--- config.mk ---
export PLATFORM = sky130hd
export DESIGN_NAME = nbody_step_sequencer
export DESIGN_NICKNAME = d
export VERILOG_FILES = /design/src/rtl/nbody_pkg.sv /design/src/rtl/nbody_step_sequencer_pair_index_gen.sv /design/src/rtl/nbody_step_sequencer.sv
export SDC_FILE = /design/constraint.sdc
export NUM_CORES = 1
export LEC_CHECK = 0
export CAP_MARGIN = 40
export CORE_MARGIN = 3
export CORE_UTILIZATION = 49
export CTS_CLUSTER_DIAMETER = 40
export CTS_CLUSTER_SIZE = 25
export DETAILED_ROUTE_END_ITERATION = 8
export PLACE_DENSITY = 0.8
export SYNTH_ARGS = -nofsm -noshare
export SYNTH_HDL_FRONTEND = slang
export SYNTH_SLANG_ARGS = --single-unit
--- constraint.sdc ---
create_clock -name CLK -period 2.95 [get_ports CLK]
set_input_delay 0.59 -clock CLK [delete_from_list [all_inputs] [get_ports CLK]]
set_output_delay 0.59 -clock CLK [all_outputs]
set_load 0.02 [all_outputs]
--- src/rtl/nbody_pkg.sv ---
// Shared regfile layout, body capacity and sequencer state type
// for the N-body step datapath.
package nbody_pkg;

    localparam int MAX_BODIES = 10;

    localparam int OFFSET_G     = 0;
    localparam int OFFSET_NUM   = 1;
    localparam int OFFSET_START = 2;
    localparam int OFFSET_DONE  = 3;
    localparam int OFFSET_MASS  = 3;
    localparam int OFFSET_RAD   = 13;
    localparam int OFFSET_POS_X = 23;
    localparam int OFFSET_POS_Y = 33;
    localparam int OFFSET_POS_Z = 43;
    localparam int OFFSET_VEL_X = 53;
    localparam int OFFSET_VEL_Y = 63;
    localparam int OFFSET_VEL_Z = 73;
    localparam int OFFSET_ACC_X = 83;
    localparam int OFFSET_ACC_Y = 93;
    localparam int OFFSET_ACC_Z = 103;

    typedef enum logic [2:0] {
        S_IDLE        = 3'd0,
        S_CLEAR       = 3'd1,
        S_PAIRS       = 3'd2,
        S_PAIR_DRAIN  = 3'd3,
        S_INTEG       = 3'd4,
        S_INTEG_DRAIN = 3'd5,
        S_FINISH      = 3'd6
    } seq_state_t;

endpackage

--- src/rtl/nbody_step_sequencer_pair_index_gen.sv ---
// Nested (i,j) counter over unordered body pairs; in single mode
// it walks one index 0..n-1 for the integration phase.
module pair_index_gen
    import nbody_pkg::*;
#(
    parameter int IDX_W = 4
) (
    input  logic             i_clk,
    input  logic             i_rst,
    input  logic             i_load,
    input  logic             i_single,
    input  logic             i_adv,
    input  logic [IDX_W:0]   i_n,
    output logic [IDX_W-1:0] o_i,
    output logic [IDX_W-1:0] o_j,
    output logic             o_first,
    output logic             o_last
);

    logic [IDX_W-1:0] r_i;
    logic [IDX_W-1:0] r_j;
    logic             r_single;
    logic [IDX_W:0]   w_nm1;
    logic [IDX_W:0]   w_nm2;
    logic             w_j_end;

    assign w_nm1   = i_n - (IDX_W+1)'(1);
    assign w_nm2   = i_n - (IDX_W+1)'(2);
    assign w_j_end = ({1'b0, r_j} == w_nm1);

    always_ff @(posedge i_clk) begin
        if (i_rst) begin
            r_i      <= '0;
            r_j      <= '0;
            r_single <= 1'b0;
        end else if (i_load) begin
            r_i      <= '0;
            r_j      <= i_single ? '0 : IDX_W'(1);
            r_single <= i_single;
        end else if (i_adv) begin
            if (r_single) begin
                r_i <= r_i + IDX_W'(1);
            end else if (w_j_end) begin
                r_i <= r_i + IDX_W'(1);
                r_j <= r_i + IDX_W'(2);
            end else begin
                r_j <= r_j + IDX_W'(1);
            end
        end
    end

    assign o_i     = r_i;
    assign o_j     = r_j;
    assign o_first = (r_i == '0) && (r_single || (r_j == IDX_W'(1)));
    assign o_last  = r_single ? ({1'b0, r_i} == w_nm1)
                              : (({1'b0, r_i} == w_nm2) && w_j_end);

endmodule

--- src/rtl/nbody_step_sequencer.sv ---
// One simulation step: clear accelerations, stream all body pairs
// to the force datapath, then stream every body to the integrator.
module nbody_step_sequencer
    import nbody_pkg::*;
#(
    parameter int MAX_BODIES = nbody_pkg::MAX_BODIES,
    parameter int IDX_W      = 4,
    parameter int ADDR_W     = 7
) (
    input  logic              CLK,
    input  logic              RESET,
    input  logic              START,
    input  logic [6:0]        NUM_BODIES,
    output logic              BUSY,
    output logic              DONE,
    output logic              CLEAR_ACCS,
    output logic              PAIR_VALID,
    input  logic              PAIR_READY,
    output logic [IDX_W-1:0]  PAIR_I,
    output logic [IDX_W-1:0]  PAIR_J,
    output logic              INTEG_VALID,
    input  logic              INTEG_READY,
    output logic [IDX_W-1:0]  INTEG_IDX,
    input  logic              DP_IDLE,
    output logic [ADDR_W-1:0] ADDR_POS_I,
    output logic [ADDR_W-1:0] ADDR_POS_J,
    output logic [15:0]       STEP_COUNT
);

    localparam int NW = IDX_W + 1;

    localparam logic [2:0] ST_IDLE        = S_IDLE;
    localparam logic [2:0] ST_CLEAR       = S_CLEAR;
    localparam logic [2:0] ST_PAIRS       = S_PAIRS;
    localparam logic [2:0] ST_PAIR_DRAIN  = S_PAIR_DRAIN;
    localparam logic [2:0] ST_INTEG       = S_INTEG;
    localparam logic [2:0] ST_INTEG_DRAIN = S_INTEG_DRAIN;
    localparam logic [2:0] ST_FINISH      = S_FINISH;

    localparam logic [ADDR_W-1:0] POS_BASE = ADDR_W'(OFFSET_POS_X + 1);

    logic [2:0]       r_state;
    logic [NW-1:0]    r_n;
    logic             r_done;
    logic [15:0]      r_step_cnt;
    logic             r_addr_vld;
    logic [NW-1:0]    w_n_req;
    logic             w_load;
    logic             w_single;
    logic             w_adv;
    logic             w_first;
    logic             w_last;
    logic             w_addr_en;
    logic [IDX_W-1:0] w_i;
    logic [IDX_W-1:0] w_j;

    assign w_n_req = (NUM_BODIES > 7'(MAX_BODIES)) ? NW'(MAX_BODIES)
                                                   : NW'(NUM_BODIES);

    // Generator is reloaded for pairs in CLEAR and for single
    // indices while draining the force pipeline.
    assign w_load   = (r_state == ST_CLEAR) || (r_state == ST_PAIR_DRAIN);
    assign w_single = (r_state == ST_PAIR_DRAIN) || (r_n < NW'(2));
    assign w_adv    = ((r_state == ST_PAIRS) && PAIR_READY)
                   || ((r_state == ST_INTEG) && INTEG_READY);

    pair_index_gen #(
        .IDX_W(IDX_W)
    ) u_gen (
        .i_clk   (CLK),
        .i_rst   (RESET),
        .i_load  (w_load),
        .i_single(w_single),
        .i_adv   (w_adv),
        .i_n     (r_n),
        .o_i     (w_i),
        .o_j     (w_j),
        .o_first (w_first),
        .o_last  (w_last)
    );

    always_ff @(posedge CLK) begin
        if (RESET) begin
            r_state    <= ST_IDLE;
            r_n        <= '0;
            r_done     <= 1'b0;
            r_step_cnt <= '0;
            r_addr_vld <= 1'b0;
        end else begin
            unique case (r_state)
                ST_IDLE: begin
                    if (START) begin
                        r_state <= ST_CLEAR;
                        r_n     <= w_n_req;
                        r_done  <= 1'b0;
                    end
                end
                ST_CLEAR: begin
                    if (r_n >= NW'(2))
                        r_state <= ST_PAIRS;
                    else if (r_n == NW'(1))
                        r_state <= ST_INTEG;
                    else
                        r_state <= ST_FINISH;
                end
                ST_PAIRS: begin
                    if (w_first)
                        r_addr_vld <= 1'b1;
                    if (PAIR_READY && w_last)
                        r_state <= ST_PAIR_DRAIN;
                end
                ST_PAIR_DRAIN: begin
                    if (DP_IDLE)
                        r_state <= ST_INTEG;
                end
                ST_INTEG: begin
                    if (INTEG_READY && w_last)
                        r_state <= ST_INTEG_DRAIN;
                end
                ST_INTEG_DRAIN: begin
                    if (DP_IDLE)
                        r_state <= ST_FINISH;
                end
                ST_FINISH: begin
                    r_done     <= 1'b1;
                    r_step_cnt <= r_step_cnt + 16'd1;
                    r_state    <= ST_IDLE;
                end
                default: r_state <= ST_IDLE;
            endcase
        end
    end

    // Addresses read as zero until the first pair of a step is offered.
    assign w_addr_en = r_addr_vld || (r_state == ST_PAIRS);

    assign BUSY        = (r_state != ST_IDLE);
    assign DONE        = r_done;
    assign CLEAR_ACCS  = (r_state == ST_CLEAR);
    assign PAIR_VALID  = (r_state == ST_PAIRS);
    assign INTEG_VALID = (r_state == ST_INTEG);
    assign PAIR_I      = w_i;
    assign PAIR_J      = w_j;
    assign INTEG_IDX   = w_i;
    assign STEP_COUNT  = r_step_cnt;
    assign ADDR_POS_I  = w_addr_en ? POS_BASE + ADDR_W'(w_i) : '0;
    assign ADDR_POS_J  = w_addr_en ? POS_BASE + ADDR_W'(w_j) : '0;

endmodule

======== After elaboration in Yosys (flattened, before gate mapping) ========
Index checks and enable logic that the tools add are counted.
operators by class
  shift-type cells ........................ 0
  reductions and logical operators ........ 24
  equal/unequal tests ..................... 17
  order comparisons ....................... 3
  muxes and demuxes ....................... 21
  $add $sub $neg .......................... 8
  divide/modulo/power cells ............... 0
  $mul .................................... 0
  bitwise gates (word level) .............. 0
operators with widths
  kind                                                           number
  2-to-1 mux 4 bit                                               6
  2-to-1 mux 3 bit                                               6
  case mux 3 bit (6 select lines)                                1
  adder 16 x 1 -> 16 bit, second input constant                  1
  == test 4 x 5 -> 1 bit                                         3
  adder 5 x 4 -> 6 bit, first input constant                     2
  2-to-1 mux 6 bit                                               2
  AND reduction 2 bit                                            5
  == test 3 bit, second input constant                           3
  adder 4 x 1 -> 4 bit, second input constant                    2
  greater-than comparator 7 x 4 -> 1 bit, second input constant  1
  == test 3 x 2 -> 1 bit, second input constant                  2
  logical AND 1 bit                                              6
  != test 2 x 1 -> 1 bit, second input constant                  3
  != test 2 bit, second input constant                           3
  nonzero test 2 bit                                             3
  == test 5 x 1 -> 1 bit, second input constant                  1
  >= comparator 5 x 2 -> 1 bit, second input constant            1
  logical OR 1 bit                                               5
  < comparator 5 x 2 -> 1 bit, second input constant             1
  2-to-1 mux 5 bit                                               1
  AND reduction 5 bit                                            1
  subtractor 5 x 1 -> 5 bit, second input constant               1
  subtractor 5 x 2 -> 5 bit, second input constant               1
  other kinds (10)                                               12
storage, ports and cells
  memory bits (read-only) ................. 0
  memories kept ........................... 0
  flip-flop bits (word level) ............. 35
  bits in latches ......................... 0
  bits in writable memories ............... 0

======== Depth between registers and ports, before layout ========
  depth after elaboration ................. 7
  mapped depth ............................ 8
  depth with buffers taken out ............ 7

======== Cells and area by module ========
A second synthesis with hierarchy kept.
second synthesis, totals
  cells, all modules ...................... 263
  area total of the unflattened synthesis .. 2,209.6 um2
by module, submodules not included
  module                area an instance (um2)  cells each  instances
  nbody_step_sequencer  1,340.0                 167         1
  pair_index_gen        869.6                   96          1

======== Worst setup path after synthesis ========
Ideal clock, no wire load.
  path type ............................... register -> output
  start ................................... register r_state[1]
  end ..................................... output port ADDR_POS_I[4]
  setup slack ............................. 272 ps
  arrival time ............................ 2,088 ps
  path buffers ............................ 2
  required time ........................... 2,360 ps
  cell stages (with the launch flop) ...... 7
  cells stage by stage .................... dfxtp_1 > buf_2 > inv_1 > nor3_1 > nor2_1 > nor2_1 > buf_4
on the way
  cells in the longest elaborated chain, start to end .. 3
RTL lines
  what                      line                         source
  start: declaration        nbody_step_sequencer.sv:42   logic [2:0] r_state;
  start signal: assignment  nbody_step_sequencer.sv:84   r_state <= ST_IDLE;
  start signal: assignment  nbody_step_sequencer.sv:93   r_state <= ST_CLEAR;
  start signal: assignment  nbody_step_sequencer.sv:100  r_state <= ST_PAIRS;
  == test 3 x 2 -> 1 bit    --
  net PAIR_VALID            nbody_step_sequencer.sv:17   output logic PAIR_VALID,
  logical OR 1 bit          nbody_step_sequencer.sv:135  assign w_addr_en = r_addr_vld || (r_state == ST_PAIRS);
  2-to-1 mux 6 bit          nbody_step_sequencer.sv:146  assign ADDR_POS_I = w_addr_en ? POS_BASE + ADDR_W'(w_i) : '0;
  end: declaration          nbody_step_sequencer.sv:25   output logic [ADDR_W-1:0] ADDR_POS_I,
The timed path passes the listed nets, and every way through them passes these cells.

======== Worst setup path in the final report ========
  start ................................... register r_state[1]
  end ..................................... output port ADDR_POS_J[4]
on the way
  cells in the longest elaborated chain, start to end .. 3
RTL lines
  what                    line                         source
  == test 3 x 2 -> 1 bit  nbody_step_sequencer.sv:135
  logical OR 1 bit        nbody_step_sequencer.sv:135
  2-to-1 mux 6 bit        nbody_step_sequencer.sv:147  assign ADDR_POS_J = w_addr_en ? POS_BASE + ADDR_W'(w_j) : '0;
  end: declaration        nbody_step_sequencer.sv:26   output logic [ADDR_W-1:0] ADDR_POS_J,
Every way passes these cells.

==> flow_summary.toml <==
[final_layout]
drive_gt1_share_pct = 6.805
final_cells = 390
areaGrowthSynthToFinish_pct = 27.97
num-nets-final = 361
diodes = 0

[placed_design]
hpwl_um = 4037
place.gp.congestion = 0.8683
dp_cells = 382
post-place-ws_ns = 0.3579
port_buffers = 57

[floorplanning]
row_count = 24
pin_count = 60
initial_utilization_pct = 52.29
die_x_um = 75.10
core_sq_um = 4474
dieArea_sq_um = 5640
die_height_um = 75.10

[timing]
skew_ns = 0.008601
setup_slack_ns = 0.2131
max_freq_ghz = 0.3654
hold_viol_final = 0
rsz0062_at_grt = "false"
slew_violations = 0
setup_viol = 0
hold_slack_ns = 0.4612
slew_headroom_pct = 62.35
tightest_slew_ns = 0.5621
fin_crit_ns = 2.737
tns_ns = 0
finalCritPeriodShare_pct = 92.78

[synthesis]
synth-edff-count = 0
synth_cell_type_count = 49
yosys_register_bits = 35
syn_inst = 289
synthFlopType = "dfxtp_1"
ys_seq_area_share_pct = 29.95
synth_area_sq_um = 2340
synth_warnings = 0
async_flop_share_pct = 0
synth.avg_cell_area_sq_um = 8.096

[worst_setup_path]
worstSetupPathType = "register to primary output"
critPathLaunchType = "register"
worstPathMaxFanout = 12
end_kind = "primary output"
r2r_slack_ns = 0.48
crit_arrival_ns = 2.15
worstPathRequired_ns = 2.36

[clock_network]
htreeDepth = 2
cts_hold_buf = 0
cts.sinks = 35
root_buffer = "clkbuf_8"
clk_path_buf_depth = 2
clk-insertion-delay-late_ns = 0.29
cts_tree = "built"
path_clk_slew_ns = 0.08
cts_made_buffers = 5

[grt]
grt_pass1_vias = 1997
grt_pass1_wl_um = 9004
grt_max_degree = 22
grt.total_usage_pct = 20.51
antenna_found_initial = 0
overflow = 0

[power_and_ir_drop]
p_per_area_nw_per_um2 = 384.9
p_comb_share_pct = 24.0
swShare_pct = 32.28
power.leakage_nw = 1.144
p_int_mw = 0.7804
peakVddDrop_mv = 0.3910
power_frac_clock_pct = 31.4
p_sw_mw = 0.3721
p_total_mw = 1.152
p_seq_share_pct = 44.6

[job]
maxCapViolations = 0

[drt]
first_pass_iters = 4
drt_iter0_drc = 129
routedWlPerCell_um = 13.98
route.antenna.remaining_nets = 0
route.detailed.drc = 0
vias = 2176
drt_wl_total_um = 5454
avgViaCountPerCell = 5.579

[outcome]
status = "finished clean"

[worst_hold_path]
hold_class = "register to register"
## layout by cell type, fill, tap and decap left out, types with 4 or more instances in the layout
cell              n
o21ai_0           5
nor2b_1           6
clkbuf_8          5
nand3b_1          4
a21oi_1          12
nor2_1           38
inv_1            13
clkdlybuf4s50_1  57
xnor2_1          10
buf_4             6
nand2_1          16
mux2i_1           5
ha_1             11
nand4_1           8
xor2_1           19
dfxtp_1          34
nor3_1           11
and4_1            5
nand2b_1          4
nand3_1          15
and3_1            8
## registers in the layout, summed over array words and instances (netlist names)
signal,flops
DONE,1
STEP_COUNT,16
r_addr_vld,1
r_n,5
r_state,3
u_gen.o_i,4
u_gen.o_j,4
u_gen.r_single,1
## synthesized netlist by cell type (all sizes together) (2+ instances only)
master / instances / area [sq um]
a211oi: 3 / 22.52
a21o: 2 / 15.01
a21oi: 12 / 60.06
a31oi: 3 / 18.77
and3: 8 / 50.05
and4: 5 / 43.79
buf: 14 / 91.33
clkbuf: 9 / 33.78
dfxtp: 35 / 700.7
ha: 11 / 137.6
inv: 13 / 48.80
mux2: 4 / 48.79
mux2i: 5 / 50.05
nand2: 16 / 60.06
nand2b: 4 / 25.02
nand3: 15 / 75.07
nand3b: 4 / 30.03
nand4: 8 / 50.05
nor2: 38 / 142.6
nor2b: 6 / 37.54
nor3: 11 / 55.05
nor3b: 2 / 15.01
nor4: 3 / 18.77
o2111ai: 2 / 17.52
o21ai: 5 / 25.02
o22ai: 2 / 12.51
or3: 2 / 12.51
or4: 2 / 15.01
xnor2: 10 / 87.58
xor2: 19 / 166.4
## through the flow
stage / util (%) / cell area (sq um)
global placement: 64.79 / 2899
floorplan: - / 2344
detailed placement: 64.79 / 2899
global route: 66.92 / 2994
CTS: 66.89 / 2993
finish: 66.92 / 2994
## metal layers
| layer | GRT usage (%) | vias to the layer above | part of all wire, % |
|---|---|---|---|
| li1 | - | 1097 | - |
| met1 | 26.43 | 1010 | 47 |
| met2 | 33.85 | 65 | 48 |
| met3 | 5.073 | 4 | 4.2 |
| met4 | 6.126 | 0 | 0.73 |
| met5 | 0 | - | 0 |
## power by group through the flow
stage | Sequential [mW] | Combinational [mW] | Clock (mW)
final | 0.514 | 0.277 | 0.361
after global routing | 0.518 | 0.303 | 0.390
after CTS | 0.514 | 0.277 | 0.369
after global placement | 0.524 | 0.270 | 0
after detailed placement | 0.525 | 0.275 | 0
after floorplan | 0.511 | 0.199 | 0
## logic make-up (layout without fill, tap and decap cells)
group | Yosys count | in the layout | synth area share [%]
AOI/OAI and AO/OA | 39 | 39 | 12.78
xor gates and xnor gates | 29 | 29 | 10.86
adders and majority gates | 11 | 11 | 5.882
buffers and inverters | 36 | 84 | 7.433
DFF | 35 | 35 | 29.95
muxes | 9 | 9 | 4.224
other | 1 | 2 | 0.1603
and+or+nand+nor | 129 | 129 | 28.72
## worst max-delay path: stages (launching register included)
cell and delay (ns):
dfxtp_2 0.44, inv_1 0.16, nor3_1 0.25, nor2_1 0.06, buf_4 0.18, nor2_1 0.14, clkdlybuf4s50_1 0.62
## path summary, 6_finish.rpt
path	depth (start not counted)	endpoint	from
max	6	ADDR_POS_J[4]	r_state[1]
min	2	r_addr_vld	r_addr_vld
max reg2reg	7	u_gen.o_j[0]	r_n[0]
min reg2reg	2	r_addr_vld	r_addr_vld
## area by class of cell
cell class                 count  area, sq um
clock buffer                   5        68.82
clock inverter                 3        25.02
fill                         367         1480
inverter                      13        48.80
multi-input combinational    219         1469
sequential                    35        701.9
tap                           52        65.06
timing repair buffer          63        615.6
## timing repair
item | CTS | global route
gates resized for setup | 0 | 1
buffers inserted | 0 | 0
setup endpoints to repair | 0 | 12
(Power assumes the default switching activity.)
